$ cat config.mk
export PLATFORM = sky130hd
export DESIGN_NAME = prog_loader_ctrl
export DESIGN_NICKNAME = d
export VERILOG_FILES = /design/src/rtl/prog_loader_pkg.sv /design/src/rtl/prog_loader_ctrl_wdt.sv /design/src/rtl/prog_loader_ctrl.sv
export SDC_FILE = /design/constraint.sdc
export NUM_CORES = 1
export LEC_CHECK = 0
export CAP_MARGIN = 15
export CELL_PAD_IN_SITES_DETAIL_PLACEMENT = 1
export CELL_PAD_IN_SITES_GLOBAL_PLACEMENT = 2
export CORE_UTILIZATION = 30
export DETAILED_ROUTE_END_ITERATION = 8
export HOLD_SLACK_MARGIN = 0.08
export PLACE_DENSITY_LB_ADDON = 0.1
export SLEW_MARGIN = 10
export SYNTH_ARGS = -nofsm -noshare
export SYNTH_HDL_FRONTEND = slang
export SYNTH_SLANG_ARGS = --single-unit
$ cat constraint.sdc
create_clock -name clk -period 8.1 [get_ports clk]
set_input_delay 0.81 -clock clk [delete_from_list [all_inputs] [get_ports clk]]
set_output_delay 0.81 -clock clk [all_outputs]
set_load 0.005 [all_outputs]
$ cat src/rtl/prog_loader_pkg.sv
// Shared types and constants for the program loader.
// The CHECK state only exists when PROG_LOADER_CHECKSUM_EN is defined.
package prog_loader_pkg;

`ifdef PROG_LOADER_CHECKSUM_EN
  typedef enum logic [2:0] {
    ST_IDLE    = 3'd0,
    ST_LOAD    = 3'd1,
    ST_CHECK   = 3'd2,
    ST_RELEASE = 3'd3,
    ST_RUN     = 3'd4,
    ST_ERROR   = 3'd5
  } state_t;
`else
  typedef enum logic [2:0] {
    ST_IDLE    = 3'd0,
    ST_LOAD    = 3'd1,
    ST_RELEASE = 3'd3,
    ST_RUN     = 3'd4,
    ST_ERROR   = 3'd5
  } state_t;
`endif

  localparam logic [1:0] ERR_NONE    = 2'd0;
  localparam logic [1:0] ERR_LEN     = 2'd1;
  localparam logic [1:0] ERR_TIMEOUT = 2'd2;
  localparam logic [1:0] ERR_CSUM    = 2'd3;

  localparam int unsigned INST_WORD_BYTES = 4;

endpackage

$ cat src/rtl/prog_loader_ctrl_wdt.sv
// loader_wdt: counts consecutive idle transfer cycles and flags the cycle on
// which the count would reach TIMEOUT_CYC. clr has priority over en.
module loader_wdt #(
  parameter int unsigned TIMEOUT_CYC = 65535
) (
  input  logic clk,
  input  logic rst,
  input  logic clr,
  input  logic en,
  output logic expire
);

  localparam int unsigned CW = $clog2(TIMEOUT_CYC + 1);

  logic [CW-1:0] cnt;

  // Idle-cycle counter, cleared on any handshake or outside the transfer states.
  always_ff @(posedge clk or posedge rst) begin
    if (rst) begin
      cnt <= '0;
    end else if (clr) begin
      cnt <= '0;
    end else if (en) begin
      cnt <= cnt + CW'(1);
    end
  end

  assign expire = en && !clr && (cnt == CW'(TIMEOUT_CYC - 1));

endmodule

$ cat src/rtl/prog_loader_ctrl.sv
// prog_loader_ctrl: boot sequencer that streams host words into instruction
// memory while holding the core in reset, then releases the core.
// Optional checksum word after the program: PROG_LOADER_CHECKSUM_EN.
//
// state      | meaning
// -----------+--------------------------------------------------------
// IDLE       | after reset, core held in reset, waiting for start
// LOAD       | accepting words, one instruction-memory write per word
// CHECK      | waiting for the checksum word (checksum build only)
// RELEASE    | flush delay, core still in reset
// RUN        | core running until the next start
// ERROR      | aborted load, core held in reset, err_code holds cause
module prog_loader_ctrl
  import prog_loader_pkg::*;
#(
  parameter logic [31:0] BASE_ADDR   = 32'h0000_0000,
  parameter int unsigned MAX_WORDS   = 1024,
  parameter int unsigned LEN_W       = 11,
  parameter int unsigned TIMEOUT_CYC = 65535,
  parameter int unsigned RELEASE_DLY = 4
) (
  input  logic             clk,
  input  logic             rst,
  input  logic             start,
  input  logic [LEN_W-1:0] len,
  input  logic             s_valid,
  input  logic [31:0]      s_data,
  output logic             s_ready,
  output logic [31:0]      inst_addr_o,
  output logic [31:0]      inst_data_o,
  output logic             load_en_o,
  output logic             core_rst_n,
  output logic             busy,
  output logic             done,
  output logic             err,
  output logic [1:0]       err_code,
  output logic [LEN_W-1:0] words_loaded
);

  localparam int unsigned RW = (RELEASE_DLY > 1) ? $clog2(RELEASE_DLY) : 1;

  state_t           state, state_d;
  logic [LEN_W-1:0] len_q;
  logic [RW-1:0]    rel_cnt;
  logic [1:0]       err_code_d;
  logic             hs, in_xfer, start_ok, len_bad, last_word;
  logic             wdt_clr, wdt_en, wdt_expire;
`ifdef PROG_LOADER_CHECKSUM_EN
  logic [31:0]      csum;
`endif

  assign hs = s_valid & s_ready;
`ifdef PROG_LOADER_CHECKSUM_EN
  assign in_xfer = (state == ST_LOAD) || (state == ST_CHECK);
`else
  assign in_xfer = (state == ST_LOAD);
`endif
  assign start_ok  = start && ((state == ST_IDLE) || (state == ST_RUN) || (state == ST_ERROR));
  assign len_bad   = (len == '0) || (len > LEN_W'(MAX_WORDS));
  assign last_word = ((words_loaded + LEN_W'(1)) == len_q);
  assign wdt_en    = in_xfer && !hs;
  assign wdt_clr   = !in_xfer || hs;
  assign busy      = in_xfer || (state == ST_RELEASE);
  assign err       = (state == ST_ERROR);

  loader_wdt #(
    .TIMEOUT_CYC(TIMEOUT_CYC)
  ) u_wdt (
    .clk   (clk),
    .rst   (rst),
    .clr   (wdt_clr),
    .en    (wdt_en),
    .expire(wdt_expire)
  );

  // State register.
  always_ff @(posedge clk or posedge rst) begin
    if (rst) state <= ST_IDLE;
    else     state <= state_d;
  end

  // Next-state and error-cause selection; a handshake always beats the timeout.
  always_comb begin
    state_d    = state;
    err_code_d = err_code;
    case (state)
      ST_IDLE, ST_RUN, ST_ERROR: begin
        if (start) begin
          if (len_bad) begin
            state_d    = ST_ERROR;
            err_code_d = ERR_LEN;
          end else begin
            state_d    = ST_LOAD;
            err_code_d = ERR_NONE;
          end
        end
      end
      ST_LOAD: begin
        if (hs) begin
`ifdef PROG_LOADER_CHECKSUM_EN
          if (last_word) state_d = ST_CHECK;
`else
          if (last_word) state_d = ST_RELEASE;
`endif
        end else if (wdt_expire) begin
          state_d    = ST_ERROR;
          err_code_d = ERR_TIMEOUT;
        end
      end
`ifdef PROG_LOADER_CHECKSUM_EN
      ST_CHECK: begin
        if (hs) begin
          if (s_data == csum) begin
            state_d = ST_RELEASE;
          end else begin
            state_d    = ST_ERROR;
            err_code_d = ERR_CSUM;
          end
        end else if (wdt_expire) begin
          state_d    = ST_ERROR;
          err_code_d = ERR_TIMEOUT;
        end
      end
`endif
      ST_RELEASE: begin
        if (rel_cnt == '0) state_d = ST_RUN;
      end
      default: state_d = ST_IDLE;
    endcase
  end

  // Registered outputs, write path, word counter and release down-counter.
  always_ff @(posedge clk or posedge rst) begin
    if (rst) begin
      s_ready      <= 1'b0;
      load_en_o    <= 1'b0;
      inst_addr_o  <= BASE_ADDR;
      inst_data_o  <= '0;
      core_rst_n   <= 1'b0;
      done         <= 1'b0;
      err_code     <= ERR_NONE;
      words_loaded <= '0;
      len_q        <= '0;
      rel_cnt      <= '0;
`ifdef PROG_LOADER_CHECKSUM_EN
      csum         <= '0;
`endif
    end else begin
`ifdef PROG_LOADER_CHECKSUM_EN
      s_ready <= (state_d == ST_LOAD) || (state_d == ST_CHECK);
`else
      s_ready <= (state_d == ST_LOAD);
`endif
      load_en_o  <= hs && (state == ST_LOAD);
      core_rst_n <= (state_d == ST_RUN);
      done       <= (state == ST_RELEASE) && (state_d == ST_RUN);
      err_code   <= err_code_d;

      if (hs && (state == ST_LOAD)) begin
        inst_data_o  <= s_data;
        inst_addr_o  <= BASE_ADDR + (32'(words_loaded) * INST_WORD_BYTES);
        words_loaded <= words_loaded + LEN_W'(1);
`ifdef PROG_LOADER_CHECKSUM_EN
        csum         <= csum + s_data;
`endif
      end

      if (start_ok && !len_bad) begin
        words_loaded <= '0;
        len_q        <= len;
`ifdef PROG_LOADER_CHECKSUM_EN
        csum         <= '0;
`endif
      end

      if ((state_d == ST_RELEASE) && (state != ST_RELEASE)) begin
        rel_cnt <= RW'(RELEASE_DLY - 1);
      end else if ((state == ST_RELEASE) && (rel_cnt != '0)) begin
        rel_cnt <= rel_cnt - RW'(1);
      end
    end
  end

endmodule

== Word level (Yosys, flattened, before mapping) ==
Cells that the tools add are included.

* Equal/unequal tests: 13
* Order comparisons: 1
* Bitwise gates (word level): 1
* Mux-type cells: 18
* Reductions and logical operators: 28
* Add/sub/neg operators: 3

{| class="wikitable"
|+ Operator list
! kind !! count
|-
| $mux W16 || 2
|-
| $mux W11 || 2
|-
| $mux W3 || 6
|-
| $add A16 B1 Y16 const B || 1
|-
| $eq A16 B16 Y1 const B || 1
|-
| $add A11 B1 Y11 const B || 1
|-
| $eq A11 B11 Y1 || 1
|-
| $gt A11 B11 Y1 const B || 1
|-
| $logic_not A11 Y1 || 1
|-
| $mux W2 || 5
|-
| $reduce_bool A2 Y1 || 5
|-
| $eq A3 B3 Y1 const B || 3
|-
| $logic_and A1 B1 Y1 || 9
|-
| $pmux W3 S3 || 1
|-
| $eq A3 B1 Y1 const B || 2
|-
| $eq A3 B2 Y1 const B || 2
|-
| $logic_or A1 B1 Y1 || 5
|-
| $logic_not A1 Y1 || 4
|-
| $ne A2 B2 Y1 const B || 2
|-
| $pmux W2 S2 || 1
|-
| $reduce_and A4 Y1 || 1
|-
| $logic_not A3 Y1 || 1
|-
| $ne A3 B2 Y1 const B || 1
|-
| $reduce_or A3 Y1 || 1
|-
| 5 further kinds || 5
|}

* Input port bits: 47
* Output and inout port bits: 83
* Logic and storage cells: 76
* Register bits after elaboration: 92

== Depth between registers and ports, before layout ==
* Depth after elaboration: 12
* Mapped depth: 8
* Gate-level depth less buffers: 7

== Cells and area by module ==
A second synthesis with hierarchy kept.

* Cell total of the unflattened synthesis: 486
* Area total of the unflattened synthesis: 4504.3 um^2

{| class="wikitable"
|+ Modules (own cells, without submodules)
! module !! cells each !! instances !! area an instance (um^2) !! sequential area each (um^2)
|-
| prog_loader_ctrl || 396 || 1 || 3579.7 || 1901.8
|-
| loader_wdt || 90 || 1 || 924.6 || 400.4
|}

== Least setup slack after synthesis ==
Ideal clock, no wire load.

* Path type: input -> register
* Start point: input port len[4]
* End point: register len_q[0]
* Library setup time: 0.127 ns
* Arrival: 2.103 ns
* Data required time: 7.973 ns
* Path buffers: 1
* Cell stages on the path: 7
* Path slack: 5.869 ns
* Cell sequence: nor4_1 > nand3_1 > xor2_1 > inv_1 > nor2_4 > buf_6 > mux2_1

* Longest elaborated chain between the ends: 4
* Elaborated cells between the ends (all ways): 5
* Those cells by class: 1 x order compare; 4 x reduce/logical

{| class="wikitable"
|+ Ends and longest elaborated chain
! element !! RTL line !! RTL
|-
| start: declaration || prog_loader_ctrl.sv:25 || <nowiki>input logic [LEN_W-1:0] len,</nowiki>
|-
| $gt A11 B11 Y1 / $logic_not A11 Y1 (equally long branches) || prog_loader_ctrl.sv:59 || <nowiki>assign len_bad = (len == '0) || (len > LEN_W'(MAX_WORDS));</nowiki>
|-
| $logic_or A1 B1 Y1 * || prog_loader_ctrl.sv:59 ||
|-
| $logic_not A1 Y1 * || prog_loader_ctrl.sv:168 || <nowiki>if (start_ok && !len_bad) begin</nowiki>
|-
| $logic_and A1 B1 Y1 * || prog_loader_ctrl.sv:168 ||
|-
| end signal: assignment || prog_loader_ctrl.sv:170 || <nowiki>len_q <= len;</nowiki>
|-
| end: declaration || prog_loader_ctrl.sv:43 || <nowiki>logic [LEN_W-1:0] len_q;</nowiki>
|}

Every way passes the cells marked *; elsewhere a longest branch is shown, timed or not.
A chain may end at the register's enable or synchronous reset.

== Worst setup path in the final report ==
* Start point: input port s_valid
* End point: register s_ready

* Longest elaborated chain between the ends: 9
* Elaborated cells between the ends (all ways): 11
* Those cells by class: 1 x eq/ne; 3 x mux; 1 x bitwise; 6 x reduce/logical

{| class="wikitable"
|+ Ends and longest elaborated chain
! element !! RTL line !! RTL
|-
| start: declaration || prog_loader_ctrl.sv:26 || <nowiki>input logic s_valid,</nowiki>
|-
| $and A1 B1 Y1 * || prog_loader_ctrl.sv:52 || <nowiki>assign hs = s_valid & s_ready;</nowiki>
|-
| $logic_not A1 Y1 / $logic_or A1 B1 Y1 (equally long branches) || prog_loader_ctrl.sv:61, prog_loader_ctrl.sv:62 ||
|-
| $logic_and A1 B1 Y1 / $logic_not A1 Y1 (equally long branches) || prog_loader_ctrl.sv:61, prog_loader_ctrl_wdt.sv:28 ||
|-
| $logic_and A1 B1 Y1 (2 in a row) || prog_loader_ctrl_wdt.sv:28 || <nowiki>assign expire = en && !clr && (cnt == CW'(TIMEOUT_CYC - 1));</nowiki>
|-
| $mux W3 || prog_loader_ctrl.sv:105 || <nowiki>end else if (wdt_expire) begin</nowiki>
|-
| $mux W3 * || prog_loader_ctrl.sv:99 || <nowiki>if (hs) begin</nowiki>
|-
| $pmux W3 S3 * || prog_loader_ctrl.sv:86 || <nowiki>case (state)</nowiki>
|-
| $eq A3 B1 Y1 * || prog_loader_ctrl.sv:152 || <nowiki>s_ready <= (state_d == ST_LOAD);</nowiki>
|-
| end signal: assignment || prog_loader_ctrl.sv:152 ||
|-
| end: declaration || prog_loader_ctrl.sv:28 || <nowiki>output logic s_ready,</nowiki>
|}

Marks and branches as above.

==> results.toml <==
[run_status]
outcome = "completed"

[clocking]
cts_root_buffer = "clkbuf_16"
cts_tree = "built"
cts-hold-fix-buffers = 0
cts.sinks = 92
clk_pin_slew_ns = 0.06
cts_htree_levels = 3
post_cts_buffers = 0
cts_inserted_buffers = 9
worstSkewPairLatency_ns = 0.35
cts_resized = 0
clockBufferDepth = 2

[sta]
drv_slew = 0
finalCritPeriodShare_pct = 39.3
slew_headroom_pct = 30.3
fin_tns_setup_ns = 0
fmax_mhz = 314
layout_setup_ws_ns = 4.92
setup_violations = 0
hold_viol_final = 0
skew_ns = 0.00593
tightestPinTransition_ns = 1.05
min_period_ns = 3.18
rsz0062_at_grt = "false"

[worst_hold_path]
min_delay_path_depth = 2
min_from = "inst_data_o[23]$_DFFE_PP0P_"
min_path_type = "reg -> reg"
holdPathEnd = "inst_data_o[23]$_DFFE_PP0P_"

[worst_setup_path]
r2r_slack_ns = 5.07
r2r_cells = 8
startpoint = "s_valid"
cp-end-kind = "register"
arrival_ns = 3.42
r2r-start = "state[1]$_DFF_PP0_"
r2r-end = "s_ready$_DFF_PP0_"
start_kind = "input port"
cp.required_ns = 8.34
crit_fanout = 50
worstSetupPathType = "in -> reg"

[detailed_routing]
drc = 0
postRouteWirelength_um = 10900
vias = 3261
via_per_inst = 4.44
first_pass_iters = 4
ant_nets = 0
wl_per_cell_um = 14.8
drtIter0Drc = 156

[yosys]
yosysUniqueCellTypes = 41
synth.largest_area_cell = "dfrtp_1"
synth.most_common_cell = "nand2_1"
synthFlopType = "dfrtp_1"
yosysWarnings = 0
synth.area.top_cells = "dfrtp_1 54%, nand2_1 13%, xnor2_1 4.3%, xor2_1 4.1%, buf_4 3.9%"
yosys.area_share.simple_pct = 23.0
syn_inst = 448
syn_area_per_cell_um2 = 9.49
synthMuxAreaShare_pct = 2.91
synth_top_family_by_area = "simple AND/OR/NAND/NOR gates"
ys_seq_area_share_pct = 54.2
synthXorXnorAreaFrac_pct = 8.45
synthAdderAreaFrac_pct = 1.18
synth_top_cells_by_count = "142 x nand2_1, 92 x dfrtp_1, 33 x nor2_1, 22 x buf_4, 21 x xnor2_1"
synth-compound-area-share_pct = 3.33
synthArstFlopShare_pct = 100
synth_top_area_share_pct = 54.2
synth-edff-count = 0
synth_seq_cells = 92
synth_area_um2 = 4250

[cells_and_area]
nNetsFinal = 601
syn_to_final_growth_pct = 35.9
drive_gt1_share_pct = 5.05
utilization_pct = 41.8
num_antenna_cells = 0

[global_routing]
antenna_found_initial = 0
grtUsageMet3_pct = 4.61
track_usage_pct = 16.1
gr-max-usage-layer = "met2"
use_met2_pct = 24.8
grtUsageMet1_pct = 20.9
overflow = 0
grt_pass1_wl_um = 18000
first_global_vias = 3483
grt_max_degree = 82

[die]
rows = 43
ios = 130
die_w_um = 121
core_um2 = 13800
die-height_um = 121
initial_utilization_pct = 30.7
die_area_um2 = 14600

[placed_design]
globalplace.congestion = 0.695
dpl.hpwl_um = 7470
portBuffers = 108
dpl_worst_slack_ns = 4.52

[pwr]
ir_worst_vdd_v = 0.000126
powerDensity_nw_per_um2 = 337
leakage_uw = 0.00270

[job]
drv_cap = 0
## through the flow
step | instances | hold slack (ns) | power, µW | cell area, µm²
4_1_cts | 735 | 0.482 | 1980 | 5780
2_1_floorplan | 468 | 0.470 | 1080 | 4330
3_3_place_gp | 719 | 0.459 | 1440 | 5410
5_1_grt | 735 | 0.500 | 2090 | 5780
3_5_place_dp | 719 | 0.466 | 1450 | 5410
6_report | 735 | 0.476 | 1950 | 5780
## worst max-delay path, stage by stage
cell	delay, ns
clkdlybuf4s50_1	0.49
nand3_2	0.07
buf_4	0.29
inv_2	0.71
nand4_1	0.18
nor4_1	0.43
nand4_1	0.22
and2_1	0.18
## how the worst max path moves through the flow
stage	end	slack, ns	cells after the start
after floorplan	core_rst_n$_DFF_PP0_	4.90	1
after global placement	s_ready$_DFF_PP0_	4.54	8
after detailed placement	s_ready$_DFF_PP0_	4.52	8
after CTS	s_ready$_DFF_PP0_	4.88	8
after global routing	s_ready$_DFF_PP0_	4.66	8
final	s_ready$_DFF_PP0_	4.92	8
## logic make-up after synthesis
family / Yosys count
AO/OA/AOI/OAI: 24
XOR/XNOR: 41
adder cells (fa/ha/maj): 4
buffers and inverters: 52
flip-flops: 92
multiplexers: 11
other: 1
AND/OR/NAND/NOR: 223
## power by group
| part | internal (µW) | total [µW] | switching [µW] |
|---|---|---|---|
| Sequential | 618 | 748 | 130 |
| Combinational | 369 | 683 | 315 |
| Clock | 336 | 515 | 180 |
## final cells by class
cell class / instances / area, µm²
multi-input combinational: 324 / 1730
clock buffer: 13 / 280
fill: 1575 / 8050
sequential: 92 / 2300
tap: 180 / 225
timing repair buffer: 110 / 1100
inverter: 13 / 51.3
clock inverter: 3 / 90.1
## state kept, by name, indices dropped and copies added (netlist names)
register,count
u_wdt.cnt,16
state,3
words_loaded,11
done,1
inst_addr_o,11
rel_cnt,2
core_rst_n,1
load_en_o,1
err_code,2
s_ready,1
inst_data_o,32
len_q,11
## cells in the final DEF (no fill, tap or decap), types with 5 or more instances in the layout
| cell | count |
|---|---|
| dfrtp_1 | 92 |
| a21oi_1 | 5 |
| xnor2_1 | 21 |
| conb_1 | 21 |
| and3_1 | 5 |
| nand4_1 | 10 |
| clkbuf_16 | 9 |
| xor2_1 | 20 |
| o21ai_0 | 12 |
| inv_1 | 10 |
| nor2_1 | 33 |
| nand3_1 | 11 |
| nand2_1 | 142 |
| mux2_1 | 8 |
| clkdlybuf4s50_1 | 108 |
## per-layer routing
metal / up-vias / part of all wire (%) / wire length [µm]
met5: - / 0 / 0
met4: 0 / 1.8 / 194
met3: 15 / 5.1 / 558
met2: 60 / 47 / 5080
met1: 1589 / 46 / 5040
li1: 1597 / - / -
Power figures use the tool's default switching activity.
